===== src/rtl/md4_crack_sched.sv =====
// Candidate sequencer for the brute-force NT-hash datapath: enumerates passwords
// in length-then-odometer order and drives the md4calc / hashchecker handshakes.
module md4_crack_sched #(
    parameter logic [7:0]  CHAR_FIRST = 8'h61,
    parameter logic [7:0]  CHAR_LAST  = 8'h7a,
    parameter int unsigned MAX_LEN    = 8,
    parameter int unsigned TIMEOUT    = 1023
) (
    input  logic         clk,
    input  logic         rst_n,
    input  logic         start,
    input  logic         abort,
    output logic [159:0] passwd_chars,
    output logic [7:0]   passwd_len,
    output logic         md4_irdy,
    input  logic         md4_ordy,
    output logic         checker_checkrdy,
    input  logic         checker_resultrdy,
    input  logic         checker_matchfound,
    output logic         busy,
    output logic         is_done,
    output logic         match_found,
    output logic         timed_out,
    output logic [31:0]  cand_count
);

    localparam int unsigned NCHAR = 20;
    localparam int unsigned CNT_W = (TIMEOUT < 1) ? 1 : $clog2(TIMEOUT + 1);
    localparam logic [CNT_W-1:0] TMO_LIMIT = CNT_W'(TIMEOUT);
    localparam logic [NCHAR-1:0][7:0] FIRST_CAND = {CHAR_FIRST, {(8 * (NCHAR - 1)){1'b0}}};

    typedef enum logic [2:0] {
        S_IDLE,
        S_SETUP,
        S_MD4_GO,
        S_MD4_WAIT,
        S_CHK_GO,
        S_CHK_WAIT,
        S_ADVANCE,
        S_DONE
    } state_t;

    state_t                  r_state;
    logic [NCHAR-1:0][7:0]   r_chars;
    logic [7:0]              r_len;
    logic                    r_md4_irdy;
    logic                    r_chk;
    logic                    r_busy;
    logic                    r_done;
    logic                    r_match;
    logic                    r_tmo;
    logic [31:0]             r_cnt;
    logic [CNT_W-1:0]        r_wait;

    logic [NCHAR-1:0][7:0]   w_next_chars;
    logic [7:0]              w_next_len;
    logic                    w_exhausted;
    logic                    w_in_busy;

    // Packed element NCHAR-1 is char 0, so the packed array maps straight onto the output bus.
    assign passwd_chars     = r_chars;
    assign passwd_len       = r_len;
    assign md4_irdy         = r_md4_irdy;
    assign checker_checkrdy = r_chk;
    assign busy             = r_busy;
    assign is_done          = r_done;
    assign match_found      = r_match;
    assign timed_out        = r_tmo;
    assign cand_count       = r_cnt;

    assign w_in_busy = (r_state != S_IDLE) && (r_state != S_DONE);

    // Odometer step: last active char is least significant; carry out of char 0 grows the length.
    always_comb begin
        logic carry;
        carry        = 1'b1;
        w_next_chars = r_chars;
        w_next_len   = r_len;
        w_exhausted  = 1'b0;
        for (int j = 0; j < int'(NCHAR); j++) begin
            if (carry && (j >= int'(NCHAR) - int'(r_len))) begin
                if (r_chars[5'(j)] == CHAR_LAST) begin
                    w_next_chars[5'(j)] = CHAR_FIRST;
                end else begin
                    w_next_chars[5'(j)] = r_chars[5'(j)] + 8'd1;
                    carry = 1'b0;
                end
            end
        end
        if (carry) begin
            if (r_len >= 8'(MAX_LEN)) begin
                w_exhausted = 1'b1;
            end else begin
                w_next_len = r_len + 8'd1;
                for (int j = 0; j < int'(NCHAR); j++) begin
                    if (j == int'(NCHAR) - 1 - int'(r_len)) begin
                        w_next_chars[5'(j)] = CHAR_FIRST;
                    end
                end
            end
        end
    end

    // Sequencer FSM with registered handshake pulses and status flags.
    always_ff @(posedge clk) begin
        if (!rst_n) begin
            r_state    <= S_IDLE;
            r_chars    <= '0;
            r_len      <= '0;
            r_md4_irdy <= 1'b0;
            r_chk      <= 1'b0;
            r_busy     <= 1'b0;
            r_done     <= 1'b0;
            r_match    <= 1'b0;
            r_tmo      <= 1'b0;
            r_cnt      <= '0;
            r_wait     <= '0;
        end else begin
            r_md4_irdy <= 1'b0;
            r_chk      <= 1'b0;
            if (abort && w_in_busy) begin
                r_state <= S_IDLE;
                r_busy  <= 1'b0;
            end else begin
                case (r_state)
                    S_IDLE, S_DONE: begin
                        if (start && !abort) begin
                            r_chars <= FIRST_CAND;
                            r_len   <= 8'd1;
                            r_done  <= 1'b0;
                            r_match <= 1'b0;
                            r_tmo   <= 1'b0;
                            r_cnt   <= '0;
                            r_busy  <= 1'b1;
                            r_state <= S_SETUP;
                        end
                    end
                    S_SETUP: begin
                        r_md4_irdy <= 1'b1;
                        r_state    <= S_MD4_GO;
                    end
                    S_MD4_GO: begin
                        r_wait  <= '0;
                        r_state <= S_MD4_WAIT;
                    end
                    S_MD4_WAIT: begin
                        if (md4_ordy) begin
                            r_chk   <= 1'b1;
                            r_state <= S_CHK_GO;
                        end else if (r_wait == TMO_LIMIT) begin
                            r_tmo   <= 1'b1;
                            r_done  <= 1'b1;
                            r_busy  <= 1'b0;
                            r_state <= S_DONE;
                        end else begin
                            r_wait <= r_wait + CNT_W'(1);
                        end
                    end
                    S_CHK_GO: begin
                        r_wait  <= '0;
                        r_state <= S_CHK_WAIT;
                    end
                    S_CHK_WAIT: begin
                        if (checker_resultrdy) begin
                            r_cnt <= (r_cnt == '1) ? r_cnt : r_cnt + 32'd1;
                            if (checker_matchfound) begin
                                r_match <= 1'b1;
                                r_done  <= 1'b1;
                                r_busy  <= 1'b0;
                                r_state <= S_DONE;
                            end else begin
                                r_state <= S_ADVANCE;
                            end
                        end else if (r_wait == TMO_LIMIT) begin
                            r_tmo   <= 1'b1;
                            r_done  <= 1'b1;
                            r_busy  <= 1'b0;
                            r_state <= S_DONE;
                        end else begin
                            r_wait <= r_wait + CNT_W'(1);
                        end
                    end
                    S_ADVANCE: begin
                        if (w_exhausted) begin
                            r_done  <= 1'b1;
                            r_busy  <= 1'b0;
                            r_state <= S_DONE;
                        end else begin
                            r_chars <= w_next_chars;
                            r_len   <= w_next_len;
                            r_state <= S_SETUP;
                        end
                    end
                    default: begin
                        r_state <= S_IDLE;
                    end
                endcase
            end
        end
    end

endmodule


===== config.mk =====
export PLATFORM = sky130hd
export DESIGN_NAME = md4_crack_sched
export DESIGN_NICKNAME = d
export VERILOG_FILES = /design/src/rtl/md4_crack_sched.sv
export SDC_FILE = /design/constraint.sdc
export NUM_CORES = 1
export LEC_CHECK = 0
export ABC_AREA = 1
export BUFFER_PORTS_ARGS = -buffer_cell sky130_fd_sc_hd__buf_2
export CORE_MARGIN = 2
export CORE_UTILIZATION = 40
export DETAILED_ROUTE_END_ITERATION = 10
export PLACE_DENSITY = 0.57
export RECOVER_POWER = 25
export SLEW_MARGIN = 10
export SYNTH_ARGS = -nofsm -noshare
export SYNTH_HDL_FRONTEND = slang
export SYNTH_SLANG_ARGS = --single-unit

===== constraint.sdc =====
create_clock -name clk -period 12.2 [get_ports clk]
set_clock_uncertainty 0.05 [all_clocks]
set_input_delay 0.61 -clock clk [delete_from_list [all_inputs] [get_ports clk]]
set_output_delay 0.61 -clock clk [all_outputs]
set_load 0.005 [all_outputs]

==> out/results.txt, run 1 <==
Result of the run = finished, final reports clean
Detailed placement HPWL = 23700 microns
Post-synth design cell area = 12400 sq um
Total clock buffers created by CTS = 17
Post-CTS Setup Inserts = 0
Fraction of registers with async set or reset after synthesis = 0
Routability congestion estimate = 0.837
Post-synth EDFFs = 0
Count of instances resized after the clock tree is built = 0
Fraction of final layout cells with drive strength greater than 1 = 0.102
Level count of the clock H-tree = 4
Number of setup violations in the final report = 0
Cells taking the most area after synthesis = dfxtp_1 (30%), nand2_1 (15%), inv_1 (8.2%)
Number of antenna cells inserted = 0
Clock tree from TritonCTS = yes
Reported net switching power = 0.908 mW
Reg2reg end = passwd_len[0]
Worst r2r src = passwd_len[0]
CP Class = flop to flop
Slowest stage delay, CP = 0.72 ns
Area share of the largest cell type after synthesis = 0.304
Global router's overall resource usage = 0.204
Hold Violations, Final = 0
Worst slew slack as a fraction of its limit = 0.279
Via Count = 12400
Net switching share of the total power = 0.422
Sink of the worst hold path = match_found
Largest net degree at the start of global routing = 68
Congestion Overflow GR = 0
Final WS setup = 5.75 ns
Peak VDD IR = 0.101 mV
Maximum Capacitance Violations = 0
Routed wire length per instance = 13.4 microns
Starting utilization of the core area = 0.405
Static leakage power = 6.08 nW
Number of instances in the synthesized netlist = 1918
Class of the most critical hold timing path = flop to flop
CP Data Arrival Time = 6.78 ns
Total I/O pin count = 213
Hold Path Origin = match_found
Number of distinct standard cells referenced by the synthesized netlist = 50
Cell Pwr Density = 155 nW/um^2
Part of the power in combinational logic = 0.392
Utilization after layout = 0.455
Drc violations = 0
Placeable Area = 30500 sq um
Wire length of the first global-routing pass = 56000 microns
Setup repair after global routing missed its margin = false
Setup Slack @ Placement = 5.65 ns
Clock Path Buffers = 2
Final-layout fill cell count = 3287
Kind of capture point of the worst setup path = flop
First-pass detailed-route iteration total = 5
Worst R2R Path Depth = 31
Die width = 180 microns
Worst hold stages = 2
Top flip-flop cell by instance count after synthesis = dfxtp_1
Reg2Reg Setup Slack = 5.75 ns
Peak clock frequency supported by timing = 0.155 GHz
Antenna violations before repair = 1
Synthesis-to-finish area growth = 12.3%
Via count of the first global-routing pass = 11500
Violation count after the first detailed-routing iteration = 831
Total of hold buffers inserted after clock tree synthesis = 0
Cell type contributing the most total cell area after synthesis = dfxtp_1
Crit-path max FO = 67
Root buffer cell = clkbuf_16
Period minus WS final = 6.45 ns
Required time of the worst setup path = 12.53 ns
Avg Vias per Cell = 4.99
Tot Pwr = 2.15 mW
Relative contribution of sequential cells to total power = 0.320
Latest clock arrival within the worst-skew pair = 0.44 ns
Count of synthesis-stage warnings from yosys = 0
Final period util = 0.529
Worst-margin pin slew = 1.05 ns
Total number of nets in the final design = 2118
Startpoint kind of the worst setup timing path = flop
Total clock sinks = 188
Slowest stage cell, crit path = buf_4
Area enclosed by the die boundary = 32300 sq um
Routed wire length = 33300 microns
Vertical die dimension = 180 microns
Clock share of power = 0.289
Count of input and output buffers = 183
Clk slew on worst S/H paths = 0.07 ns
Post-synthesis sequential element count = 188
Internal power of the cells = 1.24 mW
Total negative slack for setup checks = 0 ns
Sequential fraction of the synthesis area = 0.304
Antenna-violating nets left = 0
Number of max-slew violations in the final report = 0
Crit-path most repeated cell = nand2_1
Syn Area/Cell = 6.44 sq um
Total number of placement rows = 64
-- worst max path at each step --
stage	from	endpoint	slack (ns)	cells after the start
detailed placement	passwd_len[0]	passwd_len[0]	5.65	31
global placement	passwd_len[0]	passwd_len[1]	5.93	30
CTS	passwd_len[0]	passwd_len[0]	5.66	31
global route	passwd_len[0]	passwd_len[1]	4.93	31
floorplan	passwd_len[0]	passwd_chars[124]	7.79	31
finish	passwd_len[0]	passwd_len[0]	5.75	31
-- state kept, by name (all words and copies together), names as in the netlist --
| register | cells |
|---|---|
| is_done | 1 |
| r_state | 3 |
| md4_irdy | 1 |
| checker_checkrdy | 1 |
| cand_count | 32 |
| timed_out | 1 |
| busy | 1 |
| passwd_len | 8 |
| passwd_chars | 129 |
| r_wait | 10 |
| match_found | 1 |
-- worst max-delay path: cells and delay by family, from the launching register on --
| family | cells | cell delay [ns] |
|---|---|---|
| and+or+nand+nor | 14 | 2.34 |
| AOI/OAI and AO/OA | 10 | 1.56 |
| buffers and inverters | 5 | 1.26 |
| adders and majority gates | 2 | 0.63 |
| DFF | 1 | 0.55 |
-- power by group through the flow --
stage	sequential, mW	clock [mW]	combinational [mW]
global placement	0.700	0	0.846
finish	0.688	0.621	0.843
detailed placement	0.701	0	0.850
floorplan	0.693	0	0.745
CTS	0.687	0.645	0.853
global route	0.693	0.667	0.974
-- cell usage in the layout (no fill, tap or decap), types with 42 or more instances in the layout --
master	instances
nand2_1	478
o21ai_0	95
inv_1	269
dfxtp_1	188
clkbuf_1	42
nor3_1	61
a21oi_1	197
nand3_1	79
xor2_1	43
nor2_1	193
buf_2	140
-- synthesized netlist by cell type (7+ instances only) --
cell type and n:
a211oi_1 8, a21oi_1 197, a22oi_1 12, and3_1 7
buf_2 10, buf_4 40, buf_8 10, clkbuf_1 14
dfxtp_1 188, dlygate4sd1_1 7, ha_1 40, inv_1 270
nand2_1 478, nand3_1 79, nand4_1 18, nor2_1 194
nor3_1 61, nor4_1 17, o21ai_0 95, o21ai_1 15
o22ai_1 26, xnor2_1 22, xor2_1 43
-- metal layers --
| layer | up-vias | GRT usage | share of wire |
|---|---|---|---|
| met2 | 251 | 0.350 | 0.47 |
| met5 | - | 0 | 0 |
| met3 | 26 | 0.0478 | 0.056 |
| met4 | 0 | 0.0589 | 0.013 |
| met1 | 5637 | 0.255 | 0.46 |
| li1 | 6468 | - | - |
-- cell type report --
class	instances	area [sq um]	share of cell area
Sequential cell	188	3760	0.271
Tap cell	396	495	0.0357
Inverter	271	1020	0.0734
Clock inverter	15	218	0.0157
Clock buffer	17	425	0.0306
Multi-Input combinational cell	1402	7040	0.507
Timing Repair Buffer	191	922	0.0664
-- per-stage QoR --
| step | area [sq um] | instances | hold WS (ns) |
|---|---|---|---|
| 2_1_floorplan | 12500 | 1946 | 0.393 |
| 3_3_place_gp | 13300 | 2448 | 0.389 |
| 3_5_place_dp | 13300 | 2448 | 0.404 |
| 4_1_cts | 13900 | 2480 | 0.416 |
| 5_1_grt | 13900 | 2480 | 0.443 |
| 6_report | 13900 | 2480 | 0.413 |
-- cells by family (layout without fill, tap and decap cells) --
kind of cell,count (synthesis),count (layout),share of synthesized area
and+or+nand+nor,876,876,0.295
AOI/OAI and AO/OA,388,388,0.175
buffers and inverters,356,494,0.136
DFF,188,188,0.304
xor gates and xnor gates,65,65,0.0461
adders and majority gates,40,40,0.0405
muxes,4,4,0.00324
other,1,29,0.000303
Note: power is estimated with default switching activity, not from simulation.
==> run 2: changes to the inputs <==
PLACE_DENSITY = 0.59   (was 0.57)
clock period = 5.4 ns   (was 12.2 ns; I/O delays follow)
==> run 2 against run 1 <==
Against the previous run: combinational power increased to 2.7 times the previous value; die area stayed put; clock-buffer cell count is 1 higher; maximum frequency up 32%; register-to-register slack got worse by 5.2 ns; wire length grew 4.3%; setup slack worse by 5.2 ns; critical path type unchanged; critical endpoint is now passwd_chars[33]; critical path depth increased by 1.
==> out/results.txt, run 2 (synthesis results as in run 1) <==
Result of the run = finished, final reports clean (unchanged)
Area enclosed by the die boundary = 32300 sq um (unchanged)
Antenna violations before repair = 0 (was 1)
Clock tree from TritonCTS = yes (unchanged)
Total I/O pin count = 213 (unchanged)
Crit-path max FO = 19 (was 67)
Congestion Overflow GR = 0 (unchanged)
Slowest stage cell, crit path = dfxtp_1 (was buf_4)
Via Count = 12700 (was 12400)
Largest net degree at the start of global routing = 76 (was 68)
Worst-margin pin slew = 1.00 ns (was 1.05 ns)
Startpoint kind of the worst setup timing path = flop (unchanged)
Static leakage power = 6.18 nW (was 6.08 nW)
Kind of capture point of the worst setup path = flop (unchanged)
Total clock buffers created by CTS = 17 (unchanged)
Final WS setup = 0.497 ns (was 5.75 ns)
Design Area, Final = 14200 sq um (was 13900 sq um)
Global router's overall resource usage = 0.199 (was 0.204)
Required time of the worst setup path = 5.64 ns (was 12.53 ns)
Setup Slack @ Placement = 0.245 ns (was 5.65 ns)
Final period util = 0.908 (was 0.529)
Peak clock frequency supported by timing = 0.204 GHz (was 0.155 GHz)
Violation count after the first detailed-routing iteration = 774 (was 831)
Avg Vias per Cell = 5.06 (was 4.99)
Peak VDD IR = 0.305 mV (was 0.101 mV)
Clock Path Buffers = 2 (unchanged)
Antenna-violating nets left = 0 (unchanged)
Starting utilization of the core area = 0.405 (unchanged)
Synthesis-to-finish area growth = 14.8% (was 12.3%)
Detailed placement HPWL = 23500 microns (was 23700 microns)
Crit-path most repeated cell = nand2_1 (unchanged)
Leading cell types in the layout, fill and taps excluded = nand2_1 (477), inv_1 (267), a21oi_1 (197) (was nand2_1 (478), inv_1 (269), a21oi_1 (197))
Count of input and output buffers = 183 (unchanged)
Final Hold Slack = 0.104 ns (was 0.413 ns)
Root buffer cell = clkbuf_16 (unchanged)
Number of setup violations in the final report = 0 (unchanged)
Latest clock arrival within the worst-skew pair = 0.45 ns (was 0.44 ns)
CP Class = flop to flop (unchanged)
Worst slew slack as a fraction of its limit = 0.315 (was 0.279)
Class of the most critical hold timing path = input pin to flop (was flop to flop)
Via count of the first global-routing pass = 11200 (was 11500)
Die width = 180 microns (unchanged)
Routability congestion estimate = 0.852 (was 0.837)
First-pass detailed-route iteration total = 6 (was 5)
Slowest stage delay, CP = 0.32 ns (was 0.72 ns)
Clk slew on worst S/H paths = 0.07 ns (about the same)
Routed wire length = 34700 microns (was 33300 microns)
Total number of nets in the final design = 2141 (was 2118)
Total number of placement rows = 64 (unchanged)
Vertical die dimension = 180 microns (unchanged)
Cell area after placement = 13400 sq um (was 13300 sq um)
Number of flip-flops in the largest register = 129 (unchanged)
Commonest non-fill, non-tap cell in the layout = nand2_1 (unchanged)
Wire length of the first global-routing pass = 54800 microns (was 56000 microns)
Period minus WS final = 4.90 ns (was 6.45 ns)
Cell Pwr Density = 359 nW/um^2 (was 155 nW/um^2)
Level count of the clock H-tree = 4 (unchanged)
Hold Violations, Final = 0 (unchanged)
Total clock sinks = 188 (unchanged)
Fraction of final layout cells with drive strength greater than 1 = 0.115 (was 0.102)
Placeable Area = 30500 sq um (unchanged)
Tot Pwr = 5.09 mW (was 2.15 mW)
Routed wire length per instance = 13.9 microns (was 13.4 microns)
Number of max-slew violations in the final report = 0 (unchanged)
Drc violations = 0 (unchanged)
CP Data Arrival Time = 5.15 ns (was 6.78 ns)
Maximum Capacitance Violations = 0 (unchanged)
Number of antenna cells inserted = 0 (unchanged)
run 2: changes by cell type in the layout (fill, tap and decap cells not counted), sizes merged:
cell      change
clkbuf        +4
inv           -2
bufinv        -3
buf          +17
nor2          +3
clkinvlp      +3
run 2: area by class of cell:
| cell class | count | area, sq um |
|---|---|---|
| timing repair buffer | 211 | 1210 |
| sequential | 188 | 3760 |
| inverter | 271 | 1020 |
| clock inverter | 13 | 145 |
| clock buffer | 18 | 429 |
| tap | 396 | 495 |
| fill | 3255 | 16300 |
| multi-input combinational | 1405 | 7120 |
run 2: path summary, 6_finish.rpt:
| kind | slack [ns] | to | startpoint | depth (start not counted) |
|---|---|---|---|---|
| setup / recovery | 0.50 | passwd_chars[33] | passwd_len[1] | 32 |
| hold / removal | 0.10 | checker_checkrdy | md4_ordy | 3 |
| setup reg to reg | 0.50 | passwd_chars[33] | passwd_len[1] | 32 |
| hold reg to reg | 0.42 | match_found | match_found | 2 |
run 2: critical path, delay by kind of cell, from the launching register on:
kind	cells	cell delay (ns)
simple gates	15	1.77
compound gates	11	1.64
fa+ha+maj	2	0.48
buf+inv	4	0.44
flops	1	0.32
run 2: repair_timing:
item,4_1_cts,5_1_grt
hold buffers,0,0
resized for setup,0,17
setup endpoints to repair,0,134
hold endpoints to repair,0,0
setup buffers,0,7
run 2: report_power, final:
part           switching, mW  total (mW)  internal (mW)
clock                  0.583        1.27          0.683
sequential            0.0889        1.54           1.46
combinational           1.53        2.28          0.751
total                   2.20        5.09           2.89
run 2: per-stage QoR:
stage / instances / TNS [ns] / util
after floorplan: 1946 / 0 / -
after global placement: 2454 / 0 / 0.438
after detailed placement: 2454 / 0 / 0.438
after CTS: 2485 / 0 / 0.457
after global routing: 2502 / -0.172 / 0.465
final: 2502 / 0 / 0.465
run 2: per-layer routing:
metal / up-vias / GRT usage / share of wire
met3: 26 / 0.0454 / 0.057
met4: 0 / 0.0485 / 0.014
met2: 305 / 0.340 / 0.47
li1: 6528 / - / -
met1: 5794 / 0.255 / 0.46
met5: - / 0 / 0
==> run 3: changes to the inputs <==
PLACE_DENSITY = 0.66   (was 0.59)
==> run 3 against run 2 <==
Against the previous run: via count grew 0.74%; clock-buffer cell count is the same; cell area shrank 0.39%.
==> out/results.txt, run 3 (synthesis results as in run 1) <==
Result of the run = finished, final reports clean (unchanged)
CP Data Arrival Time = 5.25 ns (was 5.15 ns)
Total clock buffers created by CTS = 17 (unchanged)
Setup Slack @ Placement = 0.226 ns (was 0.245 ns)
Antenna-violating nets left = 0 (unchanged)
Worst-margin pin slew = 0.958 ns (was 1.00 ns)
Total number of nets in the final design = 2136 (was 2141)
Root buffer cell = clkbuf_16 (unchanged)
Internal power of the cells = 2.80 mW (was 2.89 mW)
Cell Pwr Density = 354 nW/um^2 (was 359 nW/um^2)
Total of hold buffers inserted after clock tree synthesis = 0 (unchanged)
Maximum Capacitance Violations = 0 (unchanged)
Slowest stage delay, CP = 0.36 ns (was 0.32 ns)
Wire length of the first global-routing pass = 55200 microns (was 54800 microns)
Final period util = 0.919 (was 0.908)
Placeable Area = 30500 sq um (unchanged)
Count of input and output buffers = 183 (unchanged)
Via count of the first global-routing pass = 11400 (was 11200)
Startpoint kind of the worst setup timing path = flop (unchanged)
Vertical die dimension = 180 microns (unchanged)
Synthesis-to-finish area growth = 14.3% (was 14.8%)
Final WS setup = 0.437 ns (was 0.497 ns)
Number of max-slew violations in the final report = 0 (unchanged)
Reg2Reg Setup Slack = 0.44 ns (was 0.50 ns)
Die width = 180 microns (unchanged)
Met2 routing resource usage after global routing = 0.346 (was 0.340)
Reported net switching power = 2.20 mW (about the same)
Total I/O pin count = 213 (unchanged)
Drc violations = 0 (unchanged)
CP Class = flop to flop (unchanged)
First-pass detailed-route iteration total = 5 (was 6)
Area enclosed by the die boundary = 32300 sq um (unchanged)
Class of the most critical hold timing path = input pin to flop (unchanged)
Clock share of power = 0.249 (about the same)
Antenna violations before repair = 0 (unchanged)
Required time of the worst setup path = 5.68 ns (was 5.64 ns)
Avg Vias per Cell = 5.10 (was 5.06)
Total number of placement rows = 64 (unchanged)
Clock Path Buffers = 2 (unchanged)
Relative contribution of sequential cells to total power = 0.309 (was 0.303)
Peak clock frequency supported by timing = 0.201 GHz (was 0.204 GHz)
Largest net degree at the start of global routing = 84 (was 76)
Part of the power in combinational logic = 0.442 (was 0.448)
Crit-path max FO = 18 (was 19)
Slowest stage cell, crit path = dfxtp_2 (was dfxtp_1)
Net switching share of the total power = 0.441 (was 0.433)
Number of flip-flops in the largest register = 129 (unchanged)
Fraction of final layout cells with drive strength greater than 1 = 0.111 (was 0.115)
Peak VDD IR = 0.299 mV (was 0.305 mV)
Global router's overall resource usage = 0.200 (was 0.199)
Starting utilization of the core area = 0.405 (unchanged)
Static leakage power = 6.13 nW (was 6.18 nW)
Number of setup violations in the final report = 0 (unchanged)
Routability congestion estimate = 0.893 (was 0.852)
Routed wire length per instance = 14.0 microns (was 13.9 microns)
Level count of the clock H-tree = 4 (unchanged)
Routed wire length = 35000 microns (was 34700 microns)
Detailed placement HPWL = 23600 microns (was 23500 microns)
Top Usage Layer GRT = met2 (unchanged)
Number of antenna cells inserted = 0 (unchanged)
Hold Violations, Final = 0 (unchanged)
Kind of capture point of the worst setup path = flop (unchanged)
Worst slew slack as a fraction of its limit = 0.345 (was 0.315)
Met1 track demand over resource in global routing = 0.248 (was 0.255)
Congestion Overflow GR = 0 (unchanged)
Met3 demand-to-capacity share in global routing = 0.0429 (was 0.0454)
Clk slew on worst S/H paths = 0.08 ns (was 0.07 ns)
Clock tree from TritonCTS = yes (unchanged)
Via Count = 12700 (about the same)
Leading cell types in the layout, fill and taps excluded = nand2_1 (477), inv_1 (267), a21oi_1 (197) (unchanged)
Total clock sinks = 188 (unchanged)
Commonest non-fill, non-tap cell in the layout = nand2_1 (unchanged)
Violation count after the first detailed-routing iteration = 836 (was 774)
Period minus WS final = 4.96 ns (was 4.90 ns)
Latest clock arrival within the worst-skew pair = 0.45 ns (about the same)
Final Hold Slack = 0.0950 ns (was 0.104 ns)
[run 3: cell types whose count changed in the layout (fill, tap and decap cells not counted), moves of 2 or more]
cell / change
clkbuf_1: +5
bufinv_16: -2
clkinv_4: -2
clkinvlp_4: +2
inv_8: +4
buf_2: -5
clkinv_2: -2
nor2_4: -2
buf_6: -2
[run 3: through the flow]
step	cell area (sq um)	std cells	TNS, ns	utilization	power (mW)
2_1_floorplan	12500	1946	0	-	3.25
3_3_place_gp	13400	2451	0	0.438	3.51
3_5_place_dp	13400	2451	0	0.438	3.54
4_1_cts	13900	2483	0	0.456	4.80
5_1_grt	14100	2498	-0.0110	0.463	5.37
6_report	14100	2498	0	0.463	5.00
[run 3: per-layer routing]
metal | share of wire | vias up | routed length (microns)
li1 | - | 6495 | -
met1 | 0.44 | 5843 | 15500
met2 | 0.47 | 369 | 16500
met3 | 0.066 | 39 | 2300
met4 | 0.020 | 0 | 709
met5 | 0 | - | 0
[run 3: final timing paths]
kind                            cells after the start     startpoint           endpoint
worst max register to register                     32  passwd_len[1]  passwd_chars[122]
worst min register to register                      2    match_found        match_found
worst max-delay path                               32  passwd_len[1]  passwd_chars[122]
worst min-delay path                                3       md4_ordy   checker_checkrdy
[run 3: power groups by stage]
stage               Combinational (mW)  Clock, mW  Sequential, mW
finish                            2.21       1.24            1.55
global route                      2.48       1.33            1.56
CTS                               1.97       1.28            1.55
global placement                  1.94          0            1.58
detailed placement                1.96          0            1.58
floorplan                         1.68          0            1.57
[run 3: final cells by class]
cell class	instances	area [sq um]
Multi-Input combinational cell	1403	7100
Clock inverter	14	126
Timing Repair Buffer	208	1180
Fill cell	3134	16400
Clock buffer	18	439
Tap cell	396	495
Inverter	271	1020
Sequential cell	188	3760
[run 3: critical path: cells and delay by family, from the launching register on]
kind	cells	cell delay, ns
adder cells (fa/ha/maj)	2	0.47
buffers and inverters	5	0.53
AND/OR/NAND/NOR	14	1.69
AO/OA/AOI/OAI	11	1.72
flip-flops	1	0.36
[run 3: timing repair]
action                                  4_1_cts  5_1_grt
endpoints found under the setup margin        0      136
setup buffers                                 0        8
resized for setup                             0       24
